--- config.mk ---
export PLATFORM = sky130hd
export DESIGN_NAME = pcm_pdm_tx
export DESIGN_NICKNAME = d
export VERILOG_FILES = /design/src/rtl/pcm_pdm_tx.sv
export SDC_FILE = /design/constraint.sdc
export NUM_CORES = 1
export LEC_CHECK = 0
export CORE_MARGIN = 3
export CORE_UTILIZATION = 64
export DETAILED_ROUTE_END_ITERATION = 16
export GPL_ROUTABILITY_DRIVEN = 0
export HOLD_SLACK_MARGIN = 0.1
export PLACE_DENSITY = 0.81
export REMOVE_ABC_BUFFERS = 1
export SKIP_LAST_GASP = 1
export SLEW_MARGIN = 20
export SYNTH_ARGS = -nofsm -noshare
export SYNTH_HDL_FRONTEND = slang
export SYNTH_SLANG_ARGS = --single-unit
export TNS_END_PERCENT = 100
--- constraint.sdc ---
create_clock -name clk -period 4.6 [get_ports clk]
set_input_delay 0.92 -clock clk [delete_from_list [all_inputs] [get_ports clk]]
set_output_delay 0.92 -clock clk [all_outputs]
set_load 0.01 [all_outputs]
--- src/rtl/pcm_pdm_tx.sv ---
// pcm_pdm_tx: a sample FIFO feeds a first-order sigma-delta modulator that drives a 1-bit PDM stream,
// and the block also controls the amplifier shutdown pin. Define PDM_TX_DITHER_EN to add LFSR carry-in dither.
module pcm_pdm_tx #(
    parameter int FI         = 100000000,
    parameter int FBIT       = 3072000,
    parameter int OSR        = 64,
    parameter int FIFO_DEPTH = 4
) (
    input  logic        clk,
    input  logic        reset,
    input  logic        enable,
    input  logic [15:0] pcm_data,
    input  logic        pcm_valid,
    output logic        pcm_ready,
    output logic        pdm_out,
    output logic        aud_sd,
    output logic        underrun,
    output logic        led,
    output logic [1:0]  dbg_state
);
    localparam int DIV_RAW = FI / FBIT;
    localparam int DIV     = (DIV_RAW < 1) ? 1 : DIV_RAW;
    localparam int DW      = (DIV > 1) ? $clog2(DIV) : 1;
    localparam int IW      = (OSR > 1) ? $clog2(OSR) : 1;
    localparam int AW      = $clog2(FIFO_DEPTH);
    localparam int CW      = AW + 1;

    typedef enum logic [1:0] {IDLE = 2'd0, PRIME = 2'd1, RUN = 2'd2} state_t;

    state_t        state;
    logic [DW-1:0] div_cnt;
    logic [IW-1:0] bit_idx;
    logic [15:0]   acc;
    logic [15:0]   cur_sample;
    logic [15:0]   mem [FIFO_DEPTH];
    logic [AW-1:0] wr_ptr;
    logic [AW-1:0] rd_ptr;
    logic [CW-1:0] count;
    logic          cin;
    logic          tick;
    logic          boundary;
    logic          fifo_empty;
    logic          fifo_full;
    logic          push;
    logic          pop;
    logic          go_run;
    logic [16:0]   sum;

    // Handshake: a word transfers on a rising edge where pcm_valid && pcm_ready;
    // pcm_ready never depends on pcm_valid.
    assign fifo_empty = (count == '0);
    assign fifo_full  = (count == CW'(FIFO_DEPTH));
    assign pcm_ready  = !fifo_full && (state != IDLE);
    assign dbg_state  = state;

    assign tick     = ((state == PRIME) || (state == RUN)) && (div_cnt == '0);
    assign boundary = tick && (bit_idx == IW'(OSR - 1));
    assign go_run   = (state == PRIME) && boundary && (count >= CW'(2));
    assign push     = pcm_valid && pcm_ready && enable;
    // Pop decisions use the registered count, so a same-cycle push never bypasses an empty FIFO.
    assign pop      = enable && boundary && !fifo_empty && ((state == RUN) || go_run);
    assign sum      = {1'b0, acc} + {1'b0, cur_sample ^ 16'h8000} + {16'd0, cin};

`ifdef PDM_TX_DITHER_EN
    logic [15:0] lfsr;
    always_ff @(posedge clk or negedge reset) begin
        if (!reset)
            lfsr <= 16'hACE1;
        else if (!enable || state == IDLE)
            lfsr <= 16'hACE1;
        else if (tick)
            lfsr <= {lfsr[14:0], lfsr[15] ^ lfsr[13] ^ lfsr[12] ^ lfsr[10]};
    end
    assign cin = lfsr[0];
`else
    assign cin = 1'b0;
`endif

    always_ff @(posedge clk) begin
        if (push)
            mem[wr_ptr] <= pcm_data;
    end

    always_ff @(posedge clk or negedge reset) begin
        if (!reset) begin
            wr_ptr <= '0;
            rd_ptr <= '0;
            count  <= '0;
        end else if (!enable || state == IDLE) begin
            wr_ptr <= '0;
            rd_ptr <= '0;
            count  <= '0;
        end else begin
            if (push)
                wr_ptr <= wr_ptr + AW'(1);
            if (pop)
                rd_ptr <= rd_ptr + AW'(1);
            case ({push, pop})
                2'b10:   count <= count + CW'(1);
                2'b01:   count <= count - CW'(1);
                default: count <= count;
            endcase
        end
    end

    always_ff @(posedge clk or negedge reset) begin
        if (!reset) begin
            state      <= IDLE;
            div_cnt    <= DW'(DIV - 1);
            bit_idx    <= '0;
            acc        <= '0;
            cur_sample <= '0;
            pdm_out    <= 1'b0;
            aud_sd     <= 1'b0;
            underrun   <= 1'b0;
            led        <= 1'b0;
        end else begin
            underrun <= 1'b0;
            if (!enable) begin
                // Abort from any state: nothing of a partial sample survives.
                state      <= IDLE;
                div_cnt    <= DW'(DIV - 1);
                bit_idx    <= '0;
                acc        <= '0;
                cur_sample <= '0;
                pdm_out    <= 1'b0;
                aud_sd     <= 1'b0;
                led        <= 1'b0;
            end else begin
                case (state)
                    IDLE: begin
                        state  <= PRIME;
                        aud_sd <= 1'b1;
                    end
                    PRIME, RUN: begin
                        if (tick) begin
                            div_cnt <= DW'(DIV - 1);
                            acc     <= sum[15:0];
                            pdm_out <= sum[16];
                            bit_idx <= (bit_idx == IW'(OSR - 1)) ? '0 : bit_idx + IW'(1);
                        end else begin
                            div_cnt <= div_cnt - DW'(1);
                        end
                        if (boundary) begin
                            if (state == RUN) begin
                                if (fifo_empty) begin
                                    cur_sample <= 16'h0000;
                                    underrun   <= 1'b1;
                                end else begin
                                    cur_sample <= mem[rd_ptr];
                                end
                            end else if (go_run) begin
                                state      <= RUN;
                                led        <= 1'b1;
                                cur_sample <= mem[rd_ptr];
                            end
                        end
                    end
                    default: state <= IDLE;
                endcase
            end
        end
    end
endmodule

==> metrics.txt, run 1 <==
Crit Path Max Fanout=5; Synth top area share=33.7%; design area=6640 um^2; crit path kind=flop to output port; CTS Hold Bufs=0; Worst VDD drop=0.500 mV; Clk pwr share=50.4%; min Tclk post-route=3.05 ns; dpl cells=564; total congestion overflow=0; Slew @ Worst Pin=0.821 ns; cell area after synthesis=5700 um^2; non-filler cells in the finished layout=596; Post-synth EDFFs=64; Synth Area in Simple Gates=11.0%; cell accounting for the most synthesized area=edfxtp_1; vias per cell=6.46; largest family of logic cells by synthesized area=compound AO/OA/AOI/OAI gates; sequential area share after synthesis=58.4%; H-tree depth=4; mux contribution to synthesized area=7.39%; Lkg Pwr=2.63 nW; # DRC=0; Power Total=2.63 mW; die width=100 um; Pre-antenna DRT Iters=5; final hold viol count=0; WP buf/inv=1; critical path capture point type=output port; layout cell share with drive strength beyond 1=13.4%; Vias=3853; Final Max Tran Viols=0; Setup Buffers After CTS=0; pwr dens=396 nW/um^2; Avg Cell Area, Syn=12.8 um^2; drt total wl=12.1 mm; CP arrival=2.13 ns; Final #Nets=526; # setup viols final=0; Worst path slowest cell=or3b_2; TritonCTS clock tree=built; switch share=22.4%; type of origin of the critical path=flop; status=finished, final reports clean; total negative setup slack=0 ns; CP Data Required Time=3.68 ns; TritonCTS Buffers=17; RSZ-0062 raised after global routing=false; xor/xnor share of the synthesized area=2.00%; Int Power=2.04 mW; Filler cells=485; row count=33; Clock Sinks=120; slowest cell delay on critical path=0.52 ns; FMAX=328 MHz; Setup crit start=count[1]; Clk Latency, worst-skew pair=0.52 ns; Longest Clk Path Bufs=2; ANT nets after route=0; Async SR Flop Fraction=46.7%; top post-synthesis cells by area=edfxtp_1, dfrtp_1, mux4_2; Warnings, synthesis=0; clock root buffer=clkbuf_8; final core occ=78.9%; Worst slew margin=45.3%; input/output buffers=26; largest net degree at the start of global routing=32; MaxCap Viol Count=0; Flop pwr share=44.5%; Initial DRC Count=334; combinational share of power=5.1%; Yosys cell types=54; Min-Delay Path Class=input port to asynchronous set/reset pin; DP HPWL=7.16 mm; Die ar.=10100 um^2; Main synth FF type=edfxtp_1; adder-cell area share of the yosys netlist=6.41%; Total Routing Usage GR=26.4%; Die H=100 um; CP cell instances=or3b_2 > nor2b_1 > clkdlybuf4s50_1; initial antenna violation count=0; Synth Register Bits=120; Psw=589 uW; vias in the first global route=3979; Top delay family on crit path=simple AND/OR/NAND/NOR gates; diodes inserted=0; WL per Instance=20.2 um; clock slew at reported path FFs=0.06 ns; skew final=0.0169 ns; first-pass GRT wire length=20.1 mm; post-CTS sizing=0; fin crit share=66.2%; # IOs=27; Area growth syn-to-layout=16.5%; Placeable Area=8420 um^2; Mapped Cells=446; Placed Area=6050 um^2; Initial Util=67.7%; r2r startpoint=dbg_state[0]; Synth Area in Compound Gates=11.8%
[path summary, 6_finish.rpt]
path,end,slack [ns],depth (start not counted)
max,pcm_ready,1.55,3
min,acc[6],0.40,1
max reg2reg,count[2],1.73,8
min reg2reg,pdm_out,0.50,2
max in group asynchronous,rd_ptr[0],3.37,2
min in group clk,pdm_out,0.50,2
[metal layers]
layer	GRT usage, %	part of all wire [%]	vias up
met4	9.95	2.5	0
li1	-	-	1750
met3	8.06	5.6	34
met5	0	0	-
met2	43.6	50	152
met1	33.1	42	1917
[flip-flops by register name, summed over array words and instances (netlist names), 2 cells and up]
register    flops
acc            16
bit_idx         6
count           3
cur_sample     16
dbg_state       2
div_cnt         5
mem            64
rd_ptr          2
wr_ptr          2
[cell type report]
type                            count  area [um^2]  area share [%]
Sequential cell                   120         3330            50.1
Inverter                           25         93.8            1.41
Clock buffer                       19          422            6.35
Tap cell                          105          131            1.98
Multi-Input combinational cell    283         2200            33.1
Timing Repair Buffer               31          293            4.41
Clock inverter                     13          171            2.58
[synth_stat cells, types with 8 or more instances]
master / n
nand2_1: 29
ha_1: 26
a21oi_1: 21
clkbuf_1: 11
inv_1: 25
nor3_1: 8
o21ai_0: 33
mux4_2: 16
dfrtp_1: 51
nor2_1: 24
nand4_1: 21
edfxtp_1: 64
[layout by cell type, fill, tap and decap left out, drive strengths merged, types with 21 or more instances in the layout]
cell,count
nand2,30
ha,26
a21oi,21
nor2,24
o21ai,36
inv,28
clkdlybuf4s50,25
edfxtp,64
dfrtp,51
nand4,21
[per-stage QoR]
step / worst slack (ns) / hold slack [ns]
6_report: 1.55 / 0.401
5_1_grt: 1.47 / 0.427
4_1_cts: 1.54 / 0.420
3_5_place_dp: 1.38 / 0.489
3_3_place_gp: 1.43 / 0.469
2_1_floorplan: 2.00 / 0.455
[cell families after synthesis]
family | Yosys count
simple gates | 117
flops | 120
mux | 22
compound gates | 103
buf+inv | 43
fa+ha+maj | 28
xor+xnor | 13
[power by group through the flow]
stage / logic (mW) / registers [mW] / clock network, mW
CTS: 0.134 / 1.17 / 1.34
finish: 0.134 / 1.17 / 1.33
global route: 0.149 / 1.17 / 1.40
global placement: 0.123 / 1.19 / 0
floorplan: 0.0650 / 1.19 / 0
detailed placement: 0.128 / 1.19 / 0
No activity file was read; power rests on OpenSTA's default activity.
==> run 2, diff against run 1 <==
--- a/config.mk
+++ b/config.mk
@@ -6,11 +6,11 @@
 export NUM_CORES = 1
 export LEC_CHECK = 0
 export CORE_MARGIN = 3
-export CORE_UTILIZATION = 64
+export CORE_UTILIZATION = 60
 export DETAILED_ROUTE_END_ITERATION = 16
 export GPL_ROUTABILITY_DRIVEN = 0
 export HOLD_SLACK_MARGIN = 0.1
-export PLACE_DENSITY = 0.81
+export PLACE_DENSITY = 0.76
 export REMOVE_ABC_BUFFERS = 1
 export SKIP_LAST_GASP = 1
 export SLEW_MARGIN = 20
==> constraint.sdc (replaced) <==
create_clock -name clk -period 3.1 [get_ports clk]
set_input_delay 0.62 -clock clk [delete_from_list [all_inputs] [get_ports clk]]
set_output_delay 0.62 -clock clk [all_outputs]
set_load 0.01 [all_outputs]
==> metrics.txt, run 2 (synthesis results as in run 1) <==
Lkg Pwr=2.68 nW (+1.9%); Min-Delay Path Class=flop to flop; initial antenna violation count=0 (unchanged); Initial Util=63.5% (-4.2 points); H-tree depth=4 (unchanged); area of the multi-input gates=2200 um^2 (unchanged); RSZ-0062 raised after global routing=false; TritonCTS clock tree=built; # DRC=0 (unchanged); Final Max Tran Viols=0 (unchanged); Power Total=3.92 mW (+49%); FMAX=372 MHz; commonest non-fill, non-tap cell in the layout=edfxtp_1; largest net degree at the start of global routing=34 (+6.3%); total negative setup slack=0 ns (unchanged); pwr dens=581 nW/um^2 (+47%); Die ar.=10700 um^2 (+6.3%); Initial DRC Count=238 (-29%); clock slew at reported path FFs=0.06 ns (about the same); MaxCap Viol Count=0 (unchanged); Area growth syn-to-layout=18.2%; final hold viol count=0 (unchanged); min Tclk post-route=2.69 ns; fin crit share=86.7%; Top reg by flops=mem; TritonCTS Buffers=17 (unchanged); clock root buffer=clkbuf_8; WL per Instance=17.7 um (-12%); CTS Hold Bufs=1 (+1); Clock Sinks=120 (unchanged); CP Data Required Time=2.48 ns (-1.20 ns); input/output buffers=26 (unchanged); Setup Buffers After CTS=0 (unchanged); Total Routing Usage GR=23.1% (-3.4 points); die width=103 um (+3.1%); total congestion overflow=0 (unchanged); Longest Clk Path Bufs=2 (unchanged); row count=34 (+3.0%); type of origin of the critical path=flop; post-CTS sizing=0 (unchanged); # setup viols final=0 (unchanged); DP HPWL=7.27 mm (+1.6%); Crit Path Max Fanout=5 (unchanged); vias in the first global route=3729 (-6.3%); vias per cell=5.88 (-9.0%); Filler cells=567 (+17%); Die H=103 um (+3.1%); Largest register FFs=64 (unchanged); top flop regs=mem x64, acc x16, cur_sample x16; Final #Nets=534 (+1.5%); skew final=0.00967 ns (-0.00722 ns); status=finished, final reports clean; ANT nets after route=0 (unchanged); Worst slew margin=45.4% (+0.10 points); commonest cells after routing, fill and taps aside=edfxtp_1, dfrtp_1, o21ai_0, nand2_1, ha_1; layout cell share with drive strength beyond 1=14.6% (+1.2 points); Clk Latency, worst-skew pair=0.51 ns (about the same); Worst VDD drop=0.687 mV (+37%); # IOs=27 (unchanged); crit path kind=flop to output port; CP arrival=2.07 ns (-0.06 ns); Placeable Area=8980 um^2 (+6.6%); Vias=3677 (-4.6%); diodes inserted=0 (unchanged); critical path capture point type=output port; first-pass GRT wire length=18.3 mm (-8.7%); total area of sequential cells=3330 um^2 (about the same); Pre-antenna DRT Iters=5 (unchanged); drt total wl=11.1 mm (-8.2%); Slew @ Worst Pin=0.819 ns (-0.00151 ns)
## run 2: cell types whose count changed in the layout (fill, tap and decap cells not counted), sizes merged
cell and change:
buf +7, inv +4, dlygate4sd3 +1, clkinv -3, clkbuf -1
## run 2: area by class of cell
class | count | share of cell area [%]
clock buffer | 18 | 6.20
clock inverter | 14 | 2.76
inverter | 25 | 1.39
multi-input combinational | 283 | 32.7
sequential | 120 | 49.4
tap | 126 | 2.34
timing repair buffer | 39 | 5.27
## run 2: routing by layer
layer	vias to the layer above	GRT usage (%)	wire, um
met4	0	8.37	172
met1	1804	30.3	4910
li1	1760	-	-
met2	98	36.8	5440
met5	-	0	0
met3	15	6.91	535
## run 2: worst paths after layout
| check | start | to | slack, ns | cells past startpoint |
|---|---|---|---|---|
| max in group asynchronous | reset | div_cnt[1] | 1.58 | 3 |
| setup / recovery | count[1] | pcm_ready | 0.41 | 3 |
| hold / removal | acc[5] | acc[5] | 0.49 | 2 |
| setup reg to reg | dbg_state[1] | count[2] | 0.50 | 8 |
| hold reg to reg | acc[5] | acc[5] | 0.49 | 2 |
| min in group asynchronous | reset | acc[6] | 0.63 | 2 |
## run 2: critical path: stages (launching register included)
cell	delay, ns
dfrtp_1	0.44
or3b_2	0.50
nor2b_1	0.14
clkdlybuf4s50_1	0.47
## run 2: stage by stage
stage | hold WS [ns] | instance area, um^2 | setup WS (ns) | utilization [%] | cells
floorplan | 0.324 | 5630 | 0.637 | - | 428
global placement | 0.473 | 6130 | 0.405 | 68.3 | 592
detailed placement | 0.482 | 6130 | 0.333 | 68.3 | 592
CTS | 0.496 | 6740 | 0.385 | 75.1 | 625
global route | 0.515 | 6740 | 0.335 | 75.1 | 625
finish | 0.489 | 6740 | 0.413 | 75.1 | 625
## run 2: report_power, final
group          internal (mW)  switching [mW]  total, mW
Sequential              1.72          0.0189       1.74
Clock                   1.25           0.742       1.99
Combinational         0.0811           0.114      0.195
Total                   3.04           0.874       3.92
